### config.mk
export PLATFORM = sky130hd
export DESIGN_NAME = regfile_dump_reader
export DESIGN_NICKNAME = d
export VERILOG_FILES = /design/src/rtl/regfile_dump_reader.sv
export SDC_FILE = /design/constraint.sdc
export NUM_CORES = 1
export LEC_CHECK = 0
export ABC_AREA = 1
export CORE_MARGIN = 2
export CORE_UTILIZATION = 30
export DETAILED_ROUTE_END_ITERATION = 7
export DONT_BUFFER_PORTS = 1
export GPL_ROUTABILITY_DRIVEN = 0
export GPL_TIMING_DRIVEN = 0
export PLACE_DENSITY_LB_ADDON = 0.08
export SLEW_MARGIN = 20
export SYNTH_ARGS = -nofsm -noshare
export SYNTH_HDL_FRONTEND = slang
export SYNTH_SLANG_ARGS = --single-unit
export TNS_END_PERCENT = 100
### constraint.sdc
create_clock -name Clk -period 2.39 [get_ports Clk]
set_input_delay 0.3585 -clock Clk [delete_from_list [all_inputs] [get_ports Clk]]
set_output_delay 0.3585 -clock Clk [all_outputs]
set_load 0.02 [all_outputs]
### src/rtl/regfile_dump_reader.sv
// rtl/regfile_dump_reader.sv - walks the register file read port and streams each register value out
//
// Purpose:
//   On a Start pulse, reads registers 0..NUM_REGS-1 through the register file's
//   combinational read port, one per FETCH cycle, and presents each captured value
//   as one beat on a valid/ready output stream. Never writes the register file.
//
// Ports:
//   Clk       - clock, all state on rising edge
//   Reset     - synchronous, active-high reset
//   Start     - dump request, only honoured while idle
//   RdAddr    - read address to the register file
//   RdData    - combinational read data for RdAddr
//   OutData   - stream beat data
//   OutValid  - stream beat valid
//   OutReady  - downstream ready
//   Busy      - high whenever not idle
//   Done      - one-cycle pulse after the final beat has been accepted
//
// Optional feature:
//   REGDUMP_CHECKSUM_EN - when defined, an XOR of all register beats is sent as one
//   extra beat before Done.

module regfile_dump_reader #(
    parameter int NUM_REGS = 4,
    parameter int ADDR_W   = 2,
    parameter int DATA_W   = 8
) (
    input  logic              Clk,
    input  logic              Reset,
    input  logic              Start,
    output logic [ADDR_W-1:0] RdAddr,
    input  logic [DATA_W-1:0] RdData,
    output logic [DATA_W-1:0] OutData,
    output logic              OutValid,
    input  logic              OutReady,
    output logic              Busy,
    output logic              Done
);

    localparam logic [ADDR_W-1:0] LAST_ADDR = ADDR_W'(NUM_REGS - 1);

    typedef enum logic [2:0] {
        S_IDLE,
        S_FETCH,
        S_SEND,
`ifdef REGDUMP_CHECKSUM_EN
        S_CSUM,
`endif
        S_DONE
    } state_t;

    state_t            state_q,     state_d;
    logic [ADDR_W-1:0] cnt_q,       cnt_d;
    logic [ADDR_W-1:0] rd_addr_q,   rd_addr_d;
    logic [DATA_W-1:0] out_data_q,  out_data_d;
    logic              out_valid_q, out_valid_d;
    logic              busy_q,      busy_d;
    logic              done_q,      done_d;
`ifdef REGDUMP_CHECKSUM_EN
    logic [DATA_W-1:0] acc_q,       acc_d;
`endif

    logic handshake;
    assign handshake = out_valid_q && OutReady;

    always_comb begin
        state_d     = state_q;
        cnt_d       = cnt_q;
        rd_addr_d   = rd_addr_q;
        out_data_d  = out_data_q;
        out_valid_d = out_valid_q;
`ifdef REGDUMP_CHECKSUM_EN
        acc_d       = acc_q;
`endif

        case (state_q)
            S_IDLE: begin
                if (Start) begin
                    state_d   = S_FETCH;
                    cnt_d     = '0;
                    rd_addr_d = '0;
`ifdef REGDUMP_CHECKSUM_EN
                    acc_d     = '0;
`endif
                end
            end

            // RdAddr has been stable for this whole cycle, so RdData is the
            // value of the register as it stood before this edge's write.
            S_FETCH: begin
                out_data_d  = RdData;
                out_valid_d = 1'b1;
                state_d     = S_SEND;
            end

            S_SEND: begin
                if (handshake) begin
                    out_valid_d = 1'b0;
`ifdef REGDUMP_CHECKSUM_EN
                    acc_d       = acc_q ^ out_data_q;
`endif
                    if (cnt_q == LAST_ADDR) begin
`ifdef REGDUMP_CHECKSUM_EN
                        state_d = S_CSUM;
`else
                        state_d = S_DONE;
`endif
                    end else begin
                        cnt_d     = cnt_q + ADDR_W'(1);
                        rd_addr_d = cnt_q + ADDR_W'(1);
                        state_d   = S_FETCH;
                    end
                end
            end

`ifdef REGDUMP_CHECKSUM_EN
            // First cycle here loads the accumulator (mirrors the FETCH slot),
            // then the beat is held until accepted.
            S_CSUM: begin
                if (!out_valid_q) begin
                    out_data_d  = acc_q;
                    out_valid_d = 1'b1;
                end else if (OutReady) begin
                    out_valid_d = 1'b0;
                    state_d     = S_DONE;
                end
            end
`endif

            S_DONE: begin
                state_d = S_IDLE;
            end

            default: begin
                state_d = S_IDLE;
            end
        endcase

        // Status outputs are registered from the next state so they line up
        // with the state they describe.
        busy_d = (state_d != S_IDLE);
        done_d = (state_d == S_DONE);
    end

    always_ff @(posedge Clk) begin
        if (Reset) begin
            state_q     <= S_IDLE;
            cnt_q       <= '0;
            rd_addr_q   <= '0;
            out_data_q  <= '0;
            out_valid_q <= 1'b0;
            busy_q      <= 1'b0;
            done_q      <= 1'b0;
`ifdef REGDUMP_CHECKSUM_EN
            acc_q       <= '0;
`endif
        end else begin
            state_q     <= state_d;
            cnt_q       <= cnt_d;
            rd_addr_q   <= rd_addr_d;
            out_data_q  <= out_data_d;
            out_valid_q <= out_valid_d;
            busy_q      <= busy_d;
            done_q      <= done_d;
`ifdef REGDUMP_CHECKSUM_EN
            acc_q       <= acc_d;
`endif
        end
    end

    assign RdAddr   = rd_addr_q;
    assign OutData  = out_data_q;
    assign OutValid = out_valid_q;
    assign Busy     = busy_q;
    assign Done     = done_q;

endmodule
Yosys cells after proc, flatten, opt, wreduce, memory -nomap -nowiden --
Cells that the tools add are included.
Word-level totals: input port bits 12, word-level logic and storage cells 31, output and inout port bits 13, register bits after elaboration 16
Cells by class: reduce and logical (&&, ||, !) cells 7, multiplexer cells 10, $add $sub $neg 1, eq/ne operators 7
Operator list (number):
- 3-bit one-hot mux with 3 select lines | 1
- 2-bit 2-to-1 mux | 4
- 3-bit by 2-bit equality test with 1-bit output, second input constant | 2
- 3-bit 2-to-1 mux | 2
- 2-bit inequality test, second input constant | 3
- 2-bit one-hot mux with 2 select lines | 1
- 4-bit AND reduction | 1
- 2-bit nonzero test | 2
- 3-bit by 1-bit equality test with 1-bit output, second input constant | 1
- 3-bit zero test | 1
- 3-bit nonzero test | 1
- 2-bit by 1-bit adder with 2-bit output, second input constant | 1
- 2-bit equality test, second input constant | 1
- 1-bit one-hot mux with 2 select lines | 1
- 2-bit AND reduction | 1
- 1-bit logical AND | 1
- 1-bit 2-to-1 mux | 1

Depth between registers and ports, before layout --
Gate-level depths: netlist (run 1).
depth in word-level cells 5, depth in mapped cells 6, gate-level depth less buffers 6

Worst setup path before layout (run 1) --
No wires, ideal clock.
path kind register to register, from register, netlist name RdAddr[0], to register busy_q, in the netlist Busy, path buffers 0, arrival time 1009 ps, path slack 1263 ps, cell stages (with the launch flop) 6, library setup time 118 ps, clock period less this slack 1127 ps, cells stage by stage dfxtp_1 ha_1 nor2_1 nand2_1 nand2_1 o21ai_2
RTL lines:
- to (signal assigned) | RTL line 164 | busy_q <= busy_d;
- to (decl) | RTL line 58 | logic busy_q, busy_d;

==> impl_metrics.toml, run 1 <==
[clock_network]
cts-root-buf = "clkbuf_4"
clkSinkCount = 16
clk_latency_ps = 290
post_cts_buffers = 0
clockBufferDepth = 2
ctsResizeCount = 0
cts_buffers = 3
ctsHoldBuffers = 0
h-tree-depth = 1
cts_tree = "yes"
clkTransAtPathRegs_ps = 100

[drt]
wl_met2_um = 564
wl_met1_um = 580
routed_via_density = 4.629
num_vias = 486
top_layer = "met4"
met3_length_um = 76
drtIter0Drc = 3
drc = 0
drt_pass1_iterations = 4
routedWlPerCell_um = 11.79
drtAntennaViolNets = 0
wirelength_mm = 1.238

[global_route]
grt_pass1_wl_mm = 2.028
antenna_found_initial = 0
grt_use_total_pct = 11.03
grt_overflow = 0
grt_pass1_vias = 447
grt_max_degree = 11

[place]
port_buffers = 0
place_area_um2 = 664.4
place_hpwl_um = 873.6
dp_cells = 101

[cells_and_area]
antenna_cells = 0
design_area_um2 = 700.7
multi_input_area_um2 = 242.7
seqCellArea_um2 = 320.3
layout_commonest_cell = "dfxtp_1"
most-common-layout-cells = "16 x dfxtp_1, 13 x inv_1, 10 x a21oi_1"
layout-drive-gt1-share_pct = 16.67
nets = 92
fillCellCount = 220
fin_cells = 105
areaGrowthSynthToFinish_pct = 11.11

[worst_hold_path]
min_path_type = "input pin to flop"

[setup_path]
crit_family = "simple AND/OR/NAND/NOR gates"
crit_fanout = 4
slowest_stage = "dfxtp_1"
cp_common_cell = "nand2_1"
cp.required_ps = 2570
critPathBufInv = 0
crit_arrival_ps = 1420
critPathCaptureType = "flop"
start_kind = "flop"
cpPeakStageDelay_ps = 410
critical_path_class = "flop to flop"
cp_cell_sequence = "ha_1 -> nor2_1 -> nand2_1 -> nand2_1 -> o21ai_2"

[yosys]
synth_area_um2 = 630.6
yosysWarnings = 0
synth_cells = 74
synth_cell_types = 17
yosysSeqAreaShare_pct = 50.79
synthesis.nets = 87
synth-seq-cells = 16
syn_avg_cell_area_um2 = 8.522

[sta]
fin_tns_setup_ps = 0
hold_viol = 0
max_clock_freq_ghz = 0.8071
min_period_over_period_pct = 51.84
rsz0062_at_grt = "no"
finalSetupViolations = 0
fin_crit_ps = 1239
slew_viol_final = 0
fin_skew_ps = 6.215

[outcome]
status = "complete, no violations"

[power_and_ir_drop]
powerDensity_mw_per_mm2 = 705.4
ir_drop_uv = 293.6
p_leak_nw = 0.2604

[job]
drv_cap = 0

[floorplanning]
die_height_um = 49.85
fp-row-count = 16
ios = 25
die_x_um = 49.85
dieArea_mm2 = 0.002485
initial_core_util_pct = 31.82
coreArea_mm2 = 0.001982
-- metal layers --
metal	GRT usage [%]	vias to the layer above
met4	6.944	0
met2	16.67	17
met5	0	-
li1	-	250
met1	13.18	217
met3	3.939	2
-- path summary, 6_finish.rpt --
path,startpoint,to,slack (ps),depth (start not counted)
max,RdAddr[0],Busy,1150,5
min,Reset,RdAddr[1],120,1
max reg2reg,RdAddr[0],Busy,1150,5
min reg2reg,OutData[0],OutData[0],550,2
-- synth_stat cells (all sizes together) --
cell / n / share of area [%]
dfxtp: 16 / 51
inv: 14 / 8.3
a21oi: 11 / 9.3
o21ai: 10 / 9.1
nand2: 8 / 4.8
nor2: 5 / 3.8
nand3: 4 / 6.0
nand4: 3 / 3.0
buf: 1 / 2.4
conb: 1 / 0.59
ha: 1 / 2.0
-- logic make-up after synthesis --
kind of cell / Yosys count / share of synthesized area (%)
flops: 16 / 50.79
simple gates: 20 / 17.46
fa+ha+maj: 1 / 1.984
other cells: 1 / 0.5947
compound gates: 21 / 18.45
buf+inv: 15 / 10.71
-- final cells by class --
class	count	share of cell area, %
Sequential cell	16	45.71
Multi-Input combinational cell	43	34.64
Buffer	1	2.143
Inverter	14	7.500
Clock buffer	4	5.179
Tap cell	27	4.821
-- power by group --
group,switching (mW),internal [mW],total [mW]
Clock,0.0877,0.0927,0.180
Combinational,0.0157,0.00898,0.0247
Sequential,0.0141,0.275,0.289
-- state kept, by name, indices dropped and copies added (netlist names) --
register / count
state_q: 3
OutData: 8
OutValid: 1
Done: 1
Busy: 1
RdAddr: 2
-- worst register-to-register path, cell delays in order, from the launching register on --
cell and delay (ps):
dfxtp_1 410, ha_1 230, nor2_1 210, nand2_1 80, nand2_1 140, o21ai_2 60
-- stage by stage --
stage	power (mW)	hold WS [ps]	utilization (%)	worst slack, ps
3_5_place_dp	0.3205	430.0	33.52	1151
2_1_floorplan	0.3147	427.6	-	1263
6_report	0.4943	124.3	35.35	1151
3_3_place_gp	0.3202	431.0	33.52	1126
4_1_cts	0.5085	105.6	35.35	1132
5_1_grt	0.5209	106.7	35.35	1038
Note: power is estimated with default switching activity, not from simulation.
==> inputs of run 2 (changes only) <==
- clock period: 2.39 -> 1 ns (I/O delays scaled with it)
==> run 2 against run 1 <==
The run now ends with negative hold slack left. Non-clock buffer count increased by 2. Die area unchanged. Final cell count increased by 2.9%. Maximum frequency increased by 25%. Via count increased by 1.2%. Sequential power increased by 140%. Wire length increased by 22%. Clock skew increased by 2.1 ps. Core utilization increased by 6.6 points. Count of clock-buffer cells in the layout unchanged. First-iteration DRC count increased to 5.0 times the previous value. Global-route usage increased by 2.3 points. Critical path type unchanged. Critical endpoint is now RdAddr[0]. Largest cell class unchanged.
==> impl_metrics.toml, run 2 (same netlist as run 1, synthesis figures left out) <==
[setup_path]
cp.required_ps = 1190
critPathCaptureType = "flop"
crit_arrival_ps = 1180
crit_fanout = 4
r2r-start = "RdAddr[1]"
crit_start = "RdAddr[1]"
slowest_stage = "dfxtp_4"
cpPeakStageDelay_ps = 400
critical_path_class = "flop to flop"
start_kind = "flop"
cp_cell_sequence = "ha_4 -> nor2_4 -> nand2_2 -> nand3_1 -> a21oi_1"

[floorplanning]
ios = 25
die_x_um = 49.85
die_height_um = 49.85
dieArea_mm2 = 0.002485
coreArea_mm2 = 0.001982
fp-row-count = 16
initial_core_util_pct = 31.82

[sta]
fin_tns_setup_ps = 0
hold_viol = 5
max_clock_freq_ghz = 1.006
fin_skew_ps = 8.269
rsz0062_at_grt = "yes"
finalSetupViolations = 0
setup_ws_ps = 5.558
fin_crit_ps = 994.4
min_period_over_period_pct = 99.44
hold_ws_ps = -108.6
slew_viol_final = 0

[power_and_ir_drop]
pwr-share-clk_pct = 36.9
ir_drop_uv = 703.3
powerDensity_mw_per_mm2 = 1467
pwr-share-comb_pct = 6.8
pwr-share-seq_pct = 56.3
p_total_mw = 1.219
p_switching_mw = 0.3162
p_leak_nw = 0.2851
cell_internal_pwr_mw = 0.9025
switching_share_pct = 25.94

[clock_network]
h-tree-depth = 1
cts_tree = "yes"
cts_buffers = 3
post_cts_buffers = 0
cts-root-buf = "clkbuf_4"
clockBufferDepth = 2
clkTransAtPathRegs_ps = 110
clk_latency_ps = 290
clkSinkCount = 16

[place]
preCtsSetupSlack_ps = -44.82
place_hpwl_um = 912.7
dp_cells = 101
port_buffers = 0

[cells_and_area]
antenna_cells = 0
areaGrowthSynthToFinish_pct = 31.75
fin_cells = 108
multi_input_area_um2 = 307.8
nets = 95
most-common-layout-cells = "12 x inv_1, 10 x dfxtp_1, 8 x a21oi_1"
fillCellCount = 200
layout_commonest_cell = "inv_1"
largest_reg_flops = 8
seqCellArea_um2 = 342.8
final_util_pct = 41.92
layout-drive-gt1-share_pct = 38.27

[drt]
routedWlPerCell_um = 13.96
drtIter0Drc = 15
routed_via_density = 4.556
num_vias = 492
wirelength_mm = 1.508
drtAntennaViolNets = 0
drt_pass1_iterations = 4
drc = 0

[worst_hold_path]
min_from = "Reset"
min_path_type = "input pin to flop"

[global_route]
grt_max_degree = 11
grt_pass1_vias = 491
grt_pass1_wl_mm = 2.401
grt_overflow = 0
grt_use_total_pct = 13.35
antenna_found_initial = 0

[outcome]
status = "finished with violations"
violations = "negative hold slack"

[job]
drv_cap = 0
## run 2: cell count changes in the layout (fill, tap and decap cells not counted), sizes merged
cell,previous run,this run
dlygate4sd3,0,1
clkbuf,4,5
nand3,4,5
## run 2: critical path: cells and delay by family (launching register included)
| family | cells | cell delay [ps] |
|---|---|---|
| flip-flops | 1 | 400 |
| AND/OR/NAND/NOR | 3 | 270 |
| adder cells (fa/ha/maj) | 1 | 170 |
| AO/OA/AOI/OAI | 1 | 60 |
## run 2: layer usage
layer  track usage (%)  wire length (um)  vias to the layer above  part of all wire, %
li1                  -                 -                      258                    -
met1             18.18               650                      216                   43
met2             19.56               759                       16                   50
met3             3.939                90                        2                  6.0
met4             5.556                 8                        0                 0.53
met5                 0                 0                        -                    0
## run 2: what timing repair did
item / CTS / global route
pin swaps: 2 / 5
endpoints found under the hold margin: 5 / 6
cloned: 1 / 1
resized for setup: 9 / 16
endpoints found under the setup margin: 6 / 10
## run 2: final cells by class
class,count,area share (%)
multi-input cells,44,37.05
well taps,27,4.066
flip-flops and latches,16,41.27
repair buffers,2,4.217
inverters,14,7.229
clock buffers,4,4.367
plain buffers,1,1.807
## run 2: path summary, 6_finish.rpt
| kind | slack, ps | endpoint | cells after the start |
|---|---|---|---|
| worst max-delay path | 6 | RdAddr[0] | 5 |
| worst min-delay path | -110 | OutValid | 1 |
| worst min register to register | 550 | RdAddr[1] | 2 |
| worst max register to register | 6 | RdAddr[0] | 5 |
## run 2: power groups by stage
stage | logic, mW | clock network [mW] | registers (mW)
floorplan | 0.0502 | 0 | 0.701
global route | 0.0951 | 0.496 | 0.689
global placement | 0.0593 | 0 | 0.705
detailed placement | 0.0604 | 0 | 0.705
finish | 0.0830 | 0.450 | 0.686
CTS | 0.0655 | 0.452 | 0.692
## run 2: through the flow
step | area (um2) | hold slack, ps
2_1_floorplan | 644.4 | 209.4
3_3_place_gp | 678.2 | 213.9
3_5_place_dp | 678.2 | 213.5
4_1_cts | 753.2 | -102.2
5_1_grt | 830.8 | -124.4
6_report | 830.8 | -108.6
